[src/rtl/sccb_init_sequencer_if.sv]
// Byte-engine link between the init sequencer and the SCCB byte engine.
// The master side offers bytes; the slave side reports idle and ack pulses.
interface sccb_init_sequencer_if;
  logic [7:0] tx_data;
  logic       tx_start;
  logic       tx_stop;
  logic       tx_ready;
  logic       ack;

  modport master (
    output tx_data, tx_start, tx_stop,
    input  tx_ready, ack
  );

  modport slave (
    input  tx_data, tx_start, tx_stop,
    output tx_ready, ack
  );
endinterface

[src/rtl/sccb_init_sequencer.sv]
// Walks a camera register table and issues one 4-byte SCCB write per entry.
// Table markers: 0xFFFF ends the run, 0xFFFE waits reg_data milliseconds.
module sccb_init_sequencer #(
  parameter int unsigned CLK_FREQ = 100_000_000,
  parameter logic [7:0]  SLAVE_ID = 8'h78,
  parameter int unsigned ADDR_W   = 10
) (
  input  logic              i_clk,
  input  logic              i_rst,
  input  logic              i_start,
  output logic [ADDR_W-1:0] o_rom_addr,
  input  logic [23:0]       i_rom_data,
  sccb_init_sequencer_if.master tx,
  output logic              o_busy,
  output logic              o_done,
  output logic              o_err,
  output logic [ADDR_W-1:0] o_entry_cnt
);

  localparam int unsigned TICKS =
    (CLK_FREQ / 1000 > 0) ? CLK_FREQ / 1000 : 1;
  localparam int unsigned TW =
    (TICKS > 1) ? $clog2(TICKS) : 1;
  localparam logic [TW-1:0] TICK_LAST = TW'(TICKS - 1);

  typedef enum logic [2:0] {
    IDLE,
    FETCH,
    DECODE,
    START_TX,
    SEND,
    WAIT_READY,
    DELAY,
    FINISH
  } state_e;

  state_e            state_q, state_d;
  logic [ADDR_W-1:0] idx_q, idx_d;
  logic [ADDR_W-1:0] cnt_q, cnt_d;
  logic [1:0]        bidx_q, bidx_d;
  logic [23:0]       entry_q, entry_d;
  logic [7:0]        ms_q, ms_d;
  logic [TW-1:0]     tick_q, tick_d;
  logic              low_q, low_d;
  logic              busy_q, busy_d;
  logic              done_q, done_d;
  logic              err_q, err_d;

  logic              adv;
  logic              tx_start;
  logic              is_end;
  logic              is_dly;
  logic [7:0]        tx_byte;

  assign is_end = (i_rom_data[23:8] == 16'hFFFF);
  assign is_dly = (i_rom_data[23:8] == 16'hFFFE);

  always_ff @(posedge i_clk) begin
    if (i_rst) begin
      state_q <= IDLE;
      idx_q   <= '0;
      cnt_q   <= '0;
      bidx_q  <= '0;
      entry_q <= '0;
      ms_q    <= '0;
      tick_q  <= '0;
      low_q   <= 1'b0;
      busy_q  <= 1'b0;
      done_q  <= 1'b0;
      err_q   <= 1'b0;
    end else begin
      state_q <= state_d;
      idx_q   <= idx_d;
      cnt_q   <= cnt_d;
      bidx_q  <= bidx_d;
      entry_q <= entry_d;
      ms_q    <= ms_d;
      tick_q  <= tick_d;
      low_q   <= low_d;
      busy_q  <= busy_d;
      done_q  <= done_d;
      err_q   <= err_d;
    end
  end

  always_comb begin
    state_d  = state_q;
    idx_d    = idx_q;
    cnt_d    = cnt_q;
    bidx_d   = bidx_q;
    entry_d  = entry_q;
    ms_d     = ms_q;
    tick_d   = tick_q;
    low_d    = low_q;
    busy_d   = busy_q;
    done_d   = done_q;
    err_d    = err_q;
    adv      = 1'b0;
    tx_start = 1'b0;

    case (state_q)
      IDLE: begin
        if (i_start) begin
          state_d = FETCH;
          idx_d   = '0;
          cnt_d   = '0;
          done_d  = 1'b0;
          err_d   = 1'b0;
          busy_d  = 1'b1;
        end
      end
      FETCH: state_d = DECODE;
      DECODE: begin
        entry_d = i_rom_data;
        bidx_d  = 2'd0;
        unique case (1'b1)
          is_end: state_d = FINISH;
          is_dly: begin
            state_d = DELAY;
            ms_d    = i_rom_data[7:0];
            tick_d  = '0;
          end
          default: state_d = START_TX;
        endcase
      end
      START_TX: begin
        if (tx.tx_ready) begin
          tx_start = 1'b1;
          state_d  = SEND;
        end
      end
      SEND: begin
        if (tx.ack) begin
          if (bidx_q == 2'd3) begin
            state_d = WAIT_READY;
            cnt_d   = cnt_q + 1'b1;
            low_d   = 1'b0;
          end else begin
            bidx_d = bidx_q + 2'd1;
          end
        end
      end
      WAIT_READY: begin
        // The engine must visibly go busy before idle counts as finished.
        if (!tx.tx_ready) begin
          low_d = 1'b1;
        end else if (low_q) begin
          adv = 1'b1;
        end
      end
      DELAY: begin
        if (ms_q == 8'd0) begin
          adv = 1'b1;
        end else if (tick_q == TICK_LAST) begin
          tick_d = '0;
          if (ms_q == 8'd1) begin
            adv = 1'b1;
          end else begin
            ms_d = ms_q - 8'd1;
          end
        end else begin
          tick_d = tick_q + 1'b1;
        end
      end
      FINISH: begin
        done_d  = !err_q;
        busy_d  = 1'b0;
        state_d = IDLE;
      end
      default: state_d = IDLE;
    endcase

    // Running off the top of the table is an error, never a wrap.
    if (adv) begin
      if (&idx_q) begin
        err_d   = 1'b1;
        state_d = FINISH;
      end else begin
        idx_d   = idx_q + 1'b1;
        state_d = FETCH;
      end
    end
  end

  always_comb begin
    tx_byte = SLAVE_ID;
    unique case (bidx_q)
      2'd0: tx_byte = SLAVE_ID;
      2'd1: tx_byte = entry_q[23:16];
      2'd2: tx_byte = entry_q[15:8];
      2'd3: tx_byte = entry_q[7:0];
      default: tx_byte = SLAVE_ID;
    endcase
  end

  assign tx.tx_data  = tx_byte;
  assign tx.tx_start = tx_start;
  assign tx.tx_stop  = (state_q == SEND) && (bidx_q == 2'd3);

  assign o_rom_addr  = idx_q;
  assign o_entry_cnt = cnt_q;
  assign o_busy      = busy_q;
  assign o_done      = done_q;
  assign o_err       = err_q;

endmodule

[src/flat_wrapper.sv]
// flat-port wrapper written by rule: the top's interface ports become plain ports
module sccb_init_sequencer_flat 
#(
  parameter int unsigned CLK_FREQ = 100_000_000,
  parameter logic [7:0]  SLAVE_ID = 8'h78,
  parameter int unsigned ADDR_W   = 10
)
  (i_clk, i_rst, i_start, o_rom_addr, i_rom_data, o_busy, o_done, o_err, o_entry_cnt, tx_tx_data, tx_tx_start, tx_tx_stop, tx_tx_ready, tx_ack);
  sccb_init_sequencer_if tx_i ();
  input  logic i_clk;
  input  logic i_rst;
  input  logic i_start;
  output logic [ADDR_W-1:0] o_rom_addr;
  input  logic [23:0] i_rom_data;
  output logic o_busy;
  output logic o_done;
  output logic o_err;
  output logic [ADDR_W-1:0] o_entry_cnt;
  output wire logic [$bits(tx_i.tx_data)-1:0] tx_tx_data;
  output wire logic [$bits(tx_i.tx_start)-1:0] tx_tx_start;
  output wire logic [$bits(tx_i.tx_stop)-1:0] tx_tx_stop;
  input wire logic [$bits(tx_i.tx_ready)-1:0] tx_tx_ready;
  input wire logic [$bits(tx_i.ack)-1:0] tx_ack;
  assign tx_tx_data = tx_i.tx_data;
  assign tx_tx_start = tx_i.tx_start;
  assign tx_tx_stop = tx_i.tx_stop;
  assign tx_i.tx_ready = tx_tx_ready;
  assign tx_i.ack = tx_ack;
  sccb_init_sequencer #(.CLK_FREQ(CLK_FREQ), .SLAVE_ID(SLAVE_ID), .ADDR_W(ADDR_W)) u_core (.i_clk(i_clk), .i_rst(i_rst), .i_start(i_start), .o_rom_addr(o_rom_addr), .i_rom_data(i_rom_data), .tx(tx_i), .o_busy(o_busy), .o_done(o_done), .o_err(o_err), .o_entry_cnt(o_entry_cnt));
endmodule
[config.mk]
export PLATFORM = sky130hd
export DESIGN_NAME = sccb_init_sequencer_flat
export DESIGN_NICKNAME = d
export VERILOG_FILES = /design/src/rtl/sccb_init_sequencer_if.sv /design/src/rtl/sccb_init_sequencer.sv /design/src/flat_wrapper.sv
export SDC_FILE = /design/constraint.sdc
export NUM_CORES = 1
export LEC_CHECK = 0
export CAP_MARGIN = 0
export CORE_MARGIN = 4
export CORE_UTILIZATION = 24
export CTS_CLUSTER_SIZE = 24
export DETAILED_ROUTE_END_ITERATION = 16
export SYNTH_ARGS = -nofsm -noshare
export SYNTH_HDL_FRONTEND = slang
export SYNTH_SLANG_ARGS = --single-unit
[constraint.sdc]
create_clock -name i_clk -period 2.17 [get_ports i_clk]
set_input_delay 0.217 -clock i_clk [delete_from_list [all_inputs] [get_ports i_clk]]
set_output_delay 0.217 -clock i_clk [all_outputs]
set_load 0.01 [all_outputs]
* Word level (Yosys, flattened, before mapping) *
Index checks and enable logic that the tools add are counted.

cells by class
  add/sub/neg operators = 5
  eq/ne operators = 27
  muxes and demuxes = 49
  reductions and logical operators = 19

operator list
  operator                                                number
  2-to-1 mux 10 bit                                       7
  2-to-1 mux 17 bit                                       3
  case mux 17 bit (2 select lines)                        1
  == test 16 bit (second input constant)                  2
  2-to-1 mux 8 bit                                        4
  case mux 8 bit (4 select lines)                         1
  adder 10 x 1 -> 10 bit (second input constant)          2
  case mux 10 bit (2 select lines)                        1
  2-to-1 mux 3 bit                                        6
  case mux 3 bit (6 select lines)                         1
  adder 17 x 1 -> 17 bit (second input constant)          1
  == test 17 bit (second input constant)                  1
  2-to-1 mux 1 bit                                        16
  case mux 8 bit (2 select lines)                         1
  == test 3 bit (second input constant)                   4
  inequality test 2 bit (second input constant)           6
  AND reduction 10 bit                                    1
  AND reduction 5 bit                                     2
  nonzero test 2 bit                                      5
  inequality test 3 x 2 -> 1 bit (second input constant)  3
  == test 8 x 1 -> 1 bit (second input constant)          1
  zero test 8 bit                                         1
  case mux 1 bit (2 select lines)                         4
  AND reduction 4 bit                                     2
  18 further kinds                                        24

word-level totals
  register bits after elaboration = 78
  output and inout port bits = 33

* Longest topological paths before layout *
  depth in word-level cells = 7
  gate-level depth with buffers = 8
  depth with buffers taken out = 8

* Worst setup path after synthesis *
No wires, ideal clock.

  kind = flip-flop to flip-flop
  start = register u_core.tick_q[12]
  end = register u_core.ms_q[7]
  setup time = 134 ps
  arrival time = 2006 ps
  data required time = 2036 ps
  path slack = 30 ps
  cell stages (with the launch flop) = 8
  period minus slack after synthesis = 2140 ps
  path through = dfxtp_1 -> or4b_1 -> or4_1 -> o21ai_2 -> o2111ai_2 -> buf_6 -> a21oi_1 -> o32ai_2

on the way
  longest elaborated chain between the ends = 3

ends and longest elaborated chain
  what                                      line                        text
  start: declaration                        sccb_init_sequencer.sv:43   logic [TW-1:0] tick_q, tick_d;
  start signal: assignment                  sccb_init_sequencer.sv:78   tick_q <= tick_d;
  == test 17 bit                            sccb_init_sequencer.sv:154  end else if (tick_q == TICK_LAST) begin
  inequality test 2 x 1 -> 1 bit (no line)  n/a
  AND reduction 5 bit (no line)             n/a
  end signal: assignment                    sccb_init_sequencer.sv:77   ms_q <= ms_d;
  end: declaration                          sccb_init_sequencer.sv:42   logic [7:0] ms_q, ms_d;

No other way between the ends.
A chain may end at the register's enable or synchronous reset.

* Worst setup path after layout *
  start = register u_core.tick_q[12]
  end = register u_core.ms_q[4]

The elaborated chain is that of the path after synthesis.

==> summary.md <==
| Metric | Value |
|---|---|
| Run status | `complete, but fails checks` |
| Violated checks | `negative setup slack` |
| Yosys synthesis warning count | `0` |
| Average wire per cell in the routed design | `13.3 µm` |
| Post-synthesis instance total | `519` |
| Clock Tree Buf Depth | `2` |
| Final-stage net count | `660` |
| Critical setup path kind | `flop to flop` |
| Final clock skew | `8.53 ps` |
| Post-Syn Area per Cell | `7.74 µm²` |
| CP Data Required Time | `2440 ps` |
| Placed wire-length estimate | `8120 µm` |
| Post-synthesis sequential element count | `78` |
| Cell chosen for the clock root | `sky130_fd_sc_hd__clkbuf_16` |
| First-pass GRT wire length | `18100 µm` |
| Layout cell share with drive strength beyond 1 | `16.6%` |
| Global placement routability congestion | `0.773` |
| Total routing resource utilization after global routing | `11.8%` |
| DRT Wirelength | `11200 µm` |
| Total count of hold-check failures in the final report | `0` |
| Final critical path time including I/O delays and setup | `2270 ps` |
| Pin count of the biggest net entering global routing | `40` |
| Largest fanout on the critical path | `7` |
| Setup repair after global routing missed its margin | `true` |
| Post-synth top flop | `sky130_fd_sc_hd__dfxtp_1` |
| Number of CTS-inserted buffers | `9` |
| Final worst setup slack | `-101 ps` |
| Layout Area Growth over Synthesis | `41.3%` |
| Max Cap Violations | `0` |
| Placement Setup Slack | `-235 ps` |
| Final Setup Violations | `15` |
| Highest-count cells in the layout ignoring fill and taps | `sky130_fd_sc_hd__nand2_1, sky130_fd_sc_hd__dfxtp_1, sky130_fd_sc_hd__nor2_1, sky130_fd_sc_hd__clkdlybuf4s50_1, sky130_fd_sc_hd__buf_4` |
| Number of unique standard cell types used by synthesis | `60` |
| Area of the placeable core | `0.0165 mm²` |
| Leak | `0.00208 µW` |
| Remaining global-route overflow | `0` |
| Worst Hold Margin | `258 ps` |
| DR vias | `3974` |
| Port bufs | `61` |
| # IOs | `62` |
| Count of H-tree levels built during CTS | `3` |
| # rows | `47` |
| Post-route total power | `4810 µW` |
| Register clock-pin slew on the reported worst setup and hold paths | `70 ps` |
| Antenna diode count | `0` |
| Pwr dens | `846 mW/mm²` |
| Effective utilization at floorplan | `24.3%` |
| Die boundary width | `137 µm` |
| Antenna violations before repair | `0` |
| Measured slew at the worst slew-check pin | `494 ps` |
| CTS tree | `done` |
| Clock insertion delay at the later pin of the skew report | `340 ps` |
| Arrival time reported for the critical path endpoint | `2540 ps` |
| Commonest non-fill, non-tap cell in the layout | `sky130_fd_sc_hd__nand2_1` |
| Number of clock sinks seen by CTS | `78` |
| Vias per std cell | `4.70` |
| Share of the yosys chip area belonging to registers | `38.9%` |
| CP Capture Type | `flop` |
| Highest attainable clock frequency | `440 MHz` |
| Class of the most critical hold timing path | `input port to flop` |
| EDFF count, synth | `0` |
| Area leader, netlist | `sky130_fd_sc_hd__dfxtp_1` |
| Total DRC errors in the routed layout | `0` |
| Proportion of register bits with asynchronous set or reset after synthesis | `0%` |
| Initial drt markers | `228` |
| Area share of the largest cell type after synthesis | `38.9%` |
| Main area contributors after synthesis | `sky130_fd_sc_hd__dfxtp_1, sky130_fd_sc_hd__nand2_1, sky130_fd_sc_hd__a21oi_1, sky130_fd_sc_hd__nor2_1, sky130_fd_sc_hd__xnor2_1` |
| Share of the clock period used by the worst path after layout | `105%` |
| Die Y | `137 µm` |
| Mapped Area | `0.00402 mm²` |
| Number of iterations in the first detailed-routing pass | `5` |
| Worst vdd rail ir drop | `412 µV` |
| Die footprint | `0.0189 mm²` |
| Synthesized netlist net count | `558` |
| Max Transition Viols Final | `0` |
| Number of global-route vias before repair | `3737` |
| Routed Antenna Nets | `0` |
| Worst slew margin relative to its limit | `67.1%` |
| Category of the worst setup path launch point | `flop` |
-- critical path: stages, from the launching register on --
cell and delay, ps:
sky130_fd_sc_hd__dfxtp_1 310, sky130_fd_sc_hd__or4b_4 540, sky130_fd_sc_hd__or4_4 460, sky130_fd_sc_hd__o21ai_4 180, sky130_fd_sc_hd__o2111ai_4 160, sky130_fd_sc_hd__clkbuf_16 220, sky130_fd_sc_hd__or2_0 220, sky130_fd_sc_hd__a21oi_1 110
-- cells in the mapped netlist, types with 10 or more instances --
cell,n
sky130_fd_sc_hd__clkbuf_1,22
sky130_fd_sc_hd__nor2_1,70
sky130_fd_sc_hd__nor3_1,10
sky130_fd_sc_hd__dfxtp_1,78
sky130_fd_sc_hd__nand2_1,81
sky130_fd_sc_hd__a21oi_1,55
sky130_fd_sc_hd__ha_1,10
sky130_fd_sc_hd__nand4_1,12
sky130_fd_sc_hd__o21ai_0,16
sky130_fd_sc_hd__and3_1,10
sky130_fd_sc_hd__xor2_1,10
sky130_fd_sc_hd__nand3_1,26
sky130_fd_sc_hd__xnor2_1,17
-- flip-flops by register name, indices dropped and copies added, names as in the netlist --
register,cells
u_core.o_entry_cnt,10
u_core.state_q,3
u_core.o_err,1
u_core.low_q,1
u_core.o_busy,1
u_core.entry_q,24
u_core.bidx_q,2
u_core.tick_q,17
u_core.o_done,1
u_core.ms_q,8
u_core.o_rom_addr,10
-- per-layer routing --
layer,GRT usage [%],share of wire (%),vias to the layer above,routed length [µm]
met5,0,0,-,0
met4,4.32,1.5,0,163
met3,2.56,4.9,15,552
met2,18.8,47,86,5230
met1,15.6,47,1841,5270
li1,-,-,2032,-
-- area by class of cell --
cell class	instances	area [µm²]
clock buffer	9	225
clock inverter	7	104
fill	1721	10800
inverter	8	30.0
multi-input combinational	406	2410
sequential	78	1560
tap	220	275
timing repair buffer	118	1070
-- through the flow --
stage	instances	area [µm²]	util [%]	TNS, ps
6_report	846	5680	34.4	-596
5_1_grt	846	5680	34.4	-3170
4_1_cts	844	5590	33.9	-564
3_5_place_dp	828	5210	31.6	-4890
3_3_place_gp	828	5210	31.6	-4030
2_1_floorplan	519	4020	-	0
-- logic make-up after synthesis --
group                      count (synthesis)  synth area share (%)
DFF                                       78                  38.9
buffers and inverters                     35                  3.52
AOI/OAI and AO/OA                        109                  17.2
xor gates and xnor gates                  27                  5.88
and+or+nand+nor                          258                  30.9
muxes                                      2                 0.498
adders and majority gates                 10                  3.11
-- worst paths after layout --
path                  endpoint  slack, ps  depth (start not counted)               from
min               u_core.o_err        260                          2              i_rst
max             u_core.ms_q[4]       -100                          7  u_core.tick_q[12]
max reg2reg     u_core.ms_q[4]       -100                          7  u_core.tick_q[12]
min reg2reg  u_core.entry_q[9]        460                          2  u_core.entry_q[9]
-- power breakdown --
group          switching, µW  leakage (µW)  internal (µW)  total [µW]
registers                103      0.000632           1570        1670
clock network            657      0.000161           1020        1680
logic                    801       0.00128            651        1450
-- repair_timing --
action / in CTS / in global routing
hold buffers: 0 / 0
setup endpoints to repair: 25 / 32
pin swaps: 6 / 2
cloned: 0 / 1
gates resized for setup: 18 / 15
buffers inserted: 0 / 1
(Power assumes the default switching activity.)
